<file path="config.mk">
export PLATFORM = sky130hd
export DESIGN_NAME = mcs_fpro_bridge
export DESIGN_NICKNAME = d
export VERILOG_FILES = /design/src/rtl/mcs_bridge_pkg.sv /design/src/rtl/mcs_fpro_bridge.sv
export SDC_FILE = /design/constraint.sdc
export NUM_CORES = 1
export LEC_CHECK = 0
export CORE_MARGIN = 3
export CORE_UTILIZATION = 40
export CTS_CLUSTER_SIZE = 24
export DETAILED_ROUTE_END_ITERATION = 6
export PLACE_DENSITY = 0.79
export SETUP_SLACK_MARGIN = 0.4
export SLEW_MARGIN = 20
export SYNTH_ARGS = -nofsm -noshare
export SYNTH_HDL_FRONTEND = slang
export SYNTH_SLANG_ARGS = --single-unit
</file>
<file path="constraint.sdc">
create_clock -name clk -period 2 [get_ports clk]
set_input_delay 0.4 -clock clk [delete_from_list [all_inputs] [get_ports clk]]
set_output_delay 0.4 -clock clk [all_outputs]
set_load 0.05 [all_outputs]
</file>
<file path="src/rtl/mcs_bridge_pkg.sv">
// Shared types and constants for the MicroBlaze MCS to FPro MMIO bridge.
package mcs_bridge_pkg;

  typedef enum logic [2:0] {
    IDLE,
    RD_STB,
    WR_STB,
    RD_WAIT,
    DONE,
    ERR
  } bridge_state_t;

  localparam int          VIDEO_SEL_BIT = 23;
  localparam logic [3:0]  FULL_WORD_BE  = 4'hF;
  localparam int          MMIO_ADDR_W   = 21;

endpackage

</file>
<file path="src/rtl/mcs_fpro_bridge.sv">
// MCS IO bus to FPro MMIO bridge: window decode, one-shot mmio strobes, delayed read capture.
// Optional saturating error counter enabled by defining MCS_BRIDGE_ERR_CNT_EN.
module mcs_fpro_bridge
  import mcs_bridge_pkg::*;
#(
  parameter logic [31:0] BRIDGE_BASE = 32'hC000_0000,
  parameter int unsigned RD_LAT      = 0,
  parameter logic [31:0] MISS_DATA   = 32'h0000_0000
) (
  input  logic                   clk,
  input  logic                   reset,
  input  logic                   io_addr_strobe,
  input  logic                   io_read_strobe,
  input  logic                   io_write_strobe,
  input  logic [31:0]            io_address,
  input  logic [3:0]             io_byte_enable,
  input  logic [31:0]            io_write_data,
  output logic [31:0]            io_read_data,
  output logic                   io_ready,
  output logic                   mmio_cs,
  output logic                   mmio_wr,
  output logic                   mmio_rd,
  output logic [MMIO_ADDR_W-1:0] mmio_addr,
  output logic [31:0]            mmio_wr_data,
  input  logic [31:0]            mmio_rd_data,
  output logic                   bridge_err
`ifdef MCS_BRIDGE_ERR_CNT_EN
  ,
  input  logic                   err_clr,
  output logic [15:0]            err_cnt
`endif
);

  bridge_state_t          state, state_nxt;
  logic [2:0]             lat_cnt, lat_cnt_nxt;
  logic                   capture;
  logic                   hit;
  logic                   viol_q;
  logic [MMIO_ADDR_W-1:0] addr_q;
  logic [31:0]            wdata_q;
  logic [31:0]            rdata_q;
  logic                   unused_addr_lsb;

  assign unused_addr_lsb = ^io_address[1:0];

  // Bit 23 selects the video window, which this bridge does not serve
  assign hit = (io_address[31:24] == BRIDGE_BASE[31:24]) && !io_address[VIDEO_SEL_BIT];

  always_comb begin
    state_nxt   = state;
    lat_cnt_nxt = lat_cnt;
    capture     = 1'b0;
    case (state)
      IDLE: begin
        if (io_addr_strobe) begin
          if (hit && io_read_strobe && !io_write_strobe)
            state_nxt = RD_STB;
          else if (hit && io_write_strobe && !io_read_strobe && io_byte_enable == FULL_WORD_BE)
            state_nxt = WR_STB;
          else
            state_nxt = ERR;
        end
      end
      WR_STB: state_nxt = DONE;
      RD_STB: begin
        if (RD_LAT == 0) begin
          capture   = 1'b1;
          state_nxt = DONE;
        end else begin
          lat_cnt_nxt = 3'(RD_LAT);
          state_nxt   = RD_WAIT;
        end
      end
      RD_WAIT: begin
        if (lat_cnt == 3'd1) begin
          capture   = 1'b1;
          state_nxt = DONE;
        end else begin
          lat_cnt_nxt = lat_cnt - 3'd1;
        end
      end
      DONE:    state_nxt = IDLE;
      ERR:     state_nxt = IDLE;
      default: state_nxt = IDLE;
    endcase
  end

  always_ff @(posedge clk or negedge reset) begin
    if (!reset) begin
      state   <= IDLE;
      lat_cnt <= 3'd0;
      viol_q  <= 1'b0;
      addr_q  <= '0;
      wdata_q <= '0;
      rdata_q <= '0;
    end else begin
      state   <= state_nxt;
      lat_cnt <= lat_cnt_nxt;
      // A strobe during ERR is folded into the error pulse already in progress
      viol_q  <= io_addr_strobe && (state != IDLE) && (state != ERR);
      if (state == IDLE && io_addr_strobe) begin
        addr_q  <= io_address[VIDEO_SEL_BIT-1:2];
        wdata_q <= io_write_data;
      end
      if (capture)
        rdata_q <= mmio_rd_data;
      else if (state == WR_STB)
        rdata_q <= '0;
    end
  end

  assign mmio_cs      = (state == RD_STB) || (state == WR_STB);
  assign mmio_rd      = (state == RD_STB);
  assign mmio_wr      = (state == WR_STB);
  assign mmio_addr    = addr_q;
  assign mmio_wr_data = wdata_q;
  assign io_ready     = (state == DONE) || (state == ERR);
  assign io_read_data = (state == ERR) ? MISS_DATA : rdata_q;
  assign bridge_err   = (state == ERR) || viol_q;

`ifdef MCS_BRIDGE_ERR_CNT_EN
  always_ff @(posedge clk or negedge reset) begin
    if (!reset)
      err_cnt <= 16'd0;
    else if (err_clr)
      err_cnt <= 16'd0;
    else if (bridge_err && err_cnt != 16'hFFFF)
      err_cnt <= err_cnt + 16'd1;
  end
`endif

endmodule

</file>
## After elaboration in Yosys (flattened, before gate mapping)

Index checks and enable logic that the tools add are counted.

| word-level totals | value |
|---|---|
| register bits after elaboration | 92 |
| output and inout bits | 90 |
| logic and storage cells | 50 |
| bits of input ports | 105 |

| cells by class | value |
|---|---|
| bitwise gates (word level) | 1 |
| mux-type cells | 10 |
| eq/ne operators | 11 |
| reductions and logical operators | 21 |
| $add $sub $neg | 1 |

Operators by type and width:

| kind | number |
|---|---|
| $mux 32 | 3 |
| $mux 3 | 4 |
| $logic_and 1x1->1 | 9 |
| $pmux 3 s3 | 1 |
| $eq 8x8->1 const B | 1 |
| $eq 3x1->1 const B | 2 |
| $eq 3x2->1 const B | 2 |
| $eq 3x3->1 const B | 2 |
| $eq 4x4->1 const B | 1 |
| $ne 2x2->1 const B | 2 |
| $reduce_and 2->1 | 2 |
| $logic_not 1->1 | 3 |
| $logic_not 3->1 | 1 |
| $logic_or 1x1->1 | 3 |
| $ne 3x3->1 const B | 1 |
| $reduce_bool 3->1 | 1 |
| $sub 3x1->3 const B | 1 |
| $pmux 1 s2 | 1 |
| $reduce_bool 2->1 | 1 |
| $reduce_or 2->1 | 1 |
| $mux 1 | 1 |
| $not 1->1 | 1 |

## Depth between registers and ports, before layout

| logic depth | value |
|---|---|
| word-level depth | 9 |
| gate-level depth with buffers | 6 |
| gate-level depth less buffers | 5 |

## Worst setup path after synthesis

OpenSTA, ideal clock, no wires.

| timing | value |
|---|---|
| kind | register to output |
| start point | register state[1] |
| end point | output mmio_cs |
| stages on the path, launching flop included | 4 |
| arrival time | 2.236 ns |
| data required time | 1.600 ns |
| setup slack | -0.636 ns |
| buffers on the path | 1 |
| cells stage by stage | dfrtp_1 -> buf_2 -> nor3b_1 -> or2_2 |

| between the ends | value |
|---|---|
| cells in the longest elaborated chain, start to end | 2 |
| elaborated cells between the ends (all ways) | 3 |
| those cells by class | eq/ne: 2; reduce/logical: 1 |

RTL lines:

| item | line | text |
|---|---|---|
| start: declaration | mcs_fpro_bridge.sv:34 | `bridge_state_t state, state_nxt;` |
| start signal: assignment | mcs_fpro_bridge.sv:97 | `state <= state_nxt;` |
| $eq 3x2->1 | n/a |  |
| net mmio_wr | mcs_fpro_bridge.sv:21 | `output logic mmio_wr,` |
| $logic_or 1x1->1 | mcs_fpro_bridge.sv:112 | `assign mmio_cs = (state == RD_STB) \|\| (state == WR_STB);` |
| end: declaration | mcs_fpro_bridge.sv:20 | `output logic mmio_cs,` |

The timed path passes the listed nets, and every way through them passes these cells.

## Worst setup path after layout

| timing | value |
|---|---|
| start point | register state[1] |
| end point | output mmio_cs |

| between the ends | value |
|---|---|
| cells in the longest elaborated chain, start to end | 2 |
| elaborated cells between the ends (all ways) | 3 |
| those cells by class | eq/ne: 2; reduce/logical: 1 |

RTL lines:

| item | line |
|---|---|
| $eq 3x1->1 or $eq 3x2->1 (tied branches) | mcs_fpro_bridge.sv:112 |
| $logic_or 1x1->1 (*) | mcs_fpro_bridge.sv:112 |

Every way passes the cells marked *; elsewhere a longest branch is shown, timed or not.

==> results.md <==
- Status: finished clean
- Share of layout cells above drive strength 1: 0.487
- Area share of the largest cell type after synthesis: 0.569
- Via count: between 3000 and 4000
- WL per Instance: 17.3 um
- Worst Path Max Fanout: 10
- Sw frac: 0.432
- CTS Buf Count: 9
- Crit path capture type: output port
- Slowest stage delay, CP: roughly 420 ps
- Die X-Extent: ~110 um
- Sequential power share: 0.313
- Hold_buf cts: 0
- Worst reg2reg startpoint: state[0]
- Global-route wire length before repair: ~16000 um
- Net Sw Power: approximately 3.8 mW
- Setup tns final: 0 ps
- Initial DRT Pass Iterations: 4
- CP top delay family: simple AND/OR/NAND/NOR gates
- Layout Nets: ~600
- Initial antenna violation count: 0
- Hold_ws: around 3.6 ps
- R2R setup slack: 200 ps
- Vert. Die Dim: roughly 110 um
- Leading cell type in the layout, fill and taps excluded: clkdlybuf4s50_1
- Worst clock skew: 14.0 ps
- Core footprint: about 0.0098 sq mm
- Largest net degree at the start of global routing: 38
- Peak supply drop: between 0.0007 and 0.0008 V
- CTS tree: yes
- Reg2reg path depth: 7
- Netlist cell types: 38
- P&R area growth vs syn: 69.2%
- # setup viols final: 0
- Worst path bufs/invs: 2
- P_int: ~5 mW
- Routability cong.: ~0.72
- Actual transition at the worst max-transition pin: 496 ps
- Seq/Total Area, Yosys: 0.569
- Critical path class: flip-flop to output port
- Post-synth EDFFs: 0
- Antenna viol nets, final: 0
- Top cells by area, synth: dfrtp_1, mux2_4, a22o_1
- Max Slew Vio Count: 0
- Die area: about 0.011 sq mm
- H-tree Lvls: 3
- Number of synthesized register bits: 92
- Clk sink count: between 90 and 100
- Commonest cells after routing, fill and taps aside: clkdlybuf4s50_1, dfrtp_1, mux2_4, clkdlybuf4s15_2, buf_4
- Cell count after synthesis: about 270
- Synth Net Count: 374
- Final worst path period need: just under 2000 ps
- Slowest cell on crit path: dfrtp_2
- FILL cells: around 710
- Unrepaired setup endpoints after global routing: yes
- Synth area leader: dfrtp_1
- Worst Hold Class: primary input to asynchronous set/reset pin
- Overflow after GRT: 0
- Initial Utilization: 0.412
- Detailed Route Iter0 Violations: between 100 and 150
- Row cnt: 36
- I/O Buffers: around 190
- Drt total wl: 10800 um
- CTS clk-pin slew, worst paths: 90 ps
- Worst Path Required: approximately 1600 ps
- CP Launch Type: flip-flop
- Max Cap Viol: 0
- Ys flop type: dfrtp_1
- Pwr Total: ~8.8 mW
- DRC: 0
- Total Routing Usage GR: 0.184
- Clock latency on the worst-skew pair: 360 ps
- Max Root-Sink Buffers: 2
- Post-Syn Area: 0.00404 sq mm
- Rel. slew slack: 0.669
- FF-to-FF End: mmio_addr[10]
- # IOs: 195
- Root Buffer: clkbuf_8
- Diode count: 0
- Ys async rst share: 1.00
- Post-DP HPWL: around 7300 um
- Final Hold Fails: 0
- Vias/cell: between 4 and 5
- Syn avg cell area: 15.1 sq um
- Gate power share: 0.544
- Fin util: 0.696
- Leakage: just over 3 nW
- Pwr dens: 1280 mW/mm^2
- Synth warn: 0
- Data arrival time of the critical path: about 1500 ps
- Fmax: approximately 0.52 GHz
- Clock group share of total power: 0.143
- Worst-path cell chain: buf_4, nor3b_4, or2_4, buf_12
- Vias in the first global route: 3213
- Fin crit share: 0.965
## cells in the mapped netlist (all sizes together), types with 2 or more instances
master	instances
nand2	2
buf	15
nor3	3
inv	4
and2	32
nor2b	3
dfrtp	92
ha	2
nor4b	2
mux2	54
clkbuf	3
nand2b	2
a22o	33
## power by group through the flow
stage               clock network, mW  registers (mW)  logic, mW
floorplan                           0            3.82       2.07
CTS                              1.30            2.73       4.69
finish                           1.26            2.74       4.77
detailed placement                  0            2.75       4.69
global placement                    0            2.73       4.64
global route                     1.37            2.81       4.95
## routing by layer
metal / up-vias / GRT usage / wire (um)
met5: - / 0 / 0
met4: 0 / 0.0658 / 116
met3: 9 / 0.0437 / 752
met2: 127 / 0.305 / 5370
met1: 1486 / 0.237 / 4570
li1: 1407 / - / -
## worst max-delay path by stage
| stage | from | to | cells after the start |
|---|---|---|---|
| final | state[1] | mmio_cs | 4 |
| after floorplan | state[1] | mmio_cs | 3 |
| after global routing | state[1] | io_read_data[23] | 4 |
| after detailed placement | io_address[29] | state[2] | 4 |
| after CTS | state[1] | io_read_data[27] | 4 |
| after global placement | io_addr_strobe | mmio_wr_data[8] | 5 |
## area by class of cell
class	instances	area, sq um	area share
clock inverter	6	73.8	0.0108
multi-input combinational	155	1720	0.251
clock buffer	10	128	0.0187
inverter	4	17.5	0.00256
sequential	92	2300	0.337
tap	133	166	0.0243
timing repair buffer	226	2430	0.356
## cell families (layout without fill, tap and decap cells)
logic type / count (synthesis) / in the layout / synth area share
adders and majority gates: 2 / 2 / 0.00619
DFF: 92 / 92 / 0.569
and+or+nand+nor: 53 / 53 / 0.0854
muxes: 55 / 55 / 0.197
xor gates and xnor gates: 2 / 2 / 0.00433
buffers and inverters: 22 / 246 / 0.0492
AOI/OAI and AO/OA: 41 / 43 / 0.0879
## metrics by stage
stage / area [sq um] / worst slack [ps] / std cells
6_report: 6840 / 70.9 / 626
5_1_grt: 6840 / -18.4 / 626
4_1_cts: 6630 / 57.3 / 617
3_5_place_dp: 6200 / -3.15 / 591
3_3_place_gp: 6200 / 41.3 / 591
2_1_floorplan: 4120 / 214 / 267
## flip-flops by register name (all words and copies together) (netlist names)
register	flops
mmio_wr_data	32
viol_q	1
state	3
lat_cnt	3
rdata_q	32
mmio_addr	21
## what timing repair did
item | CTS | global route
setup buffers | 8 | 4
pin swaps | 4 | 4
hold endpoints to repair | 0 | 0
endpoints found under the setup margin | 125 | 122
gates cloned | 2 | 5
resized for setup | 172 | 19
Power figures use the tool's default switching activity.
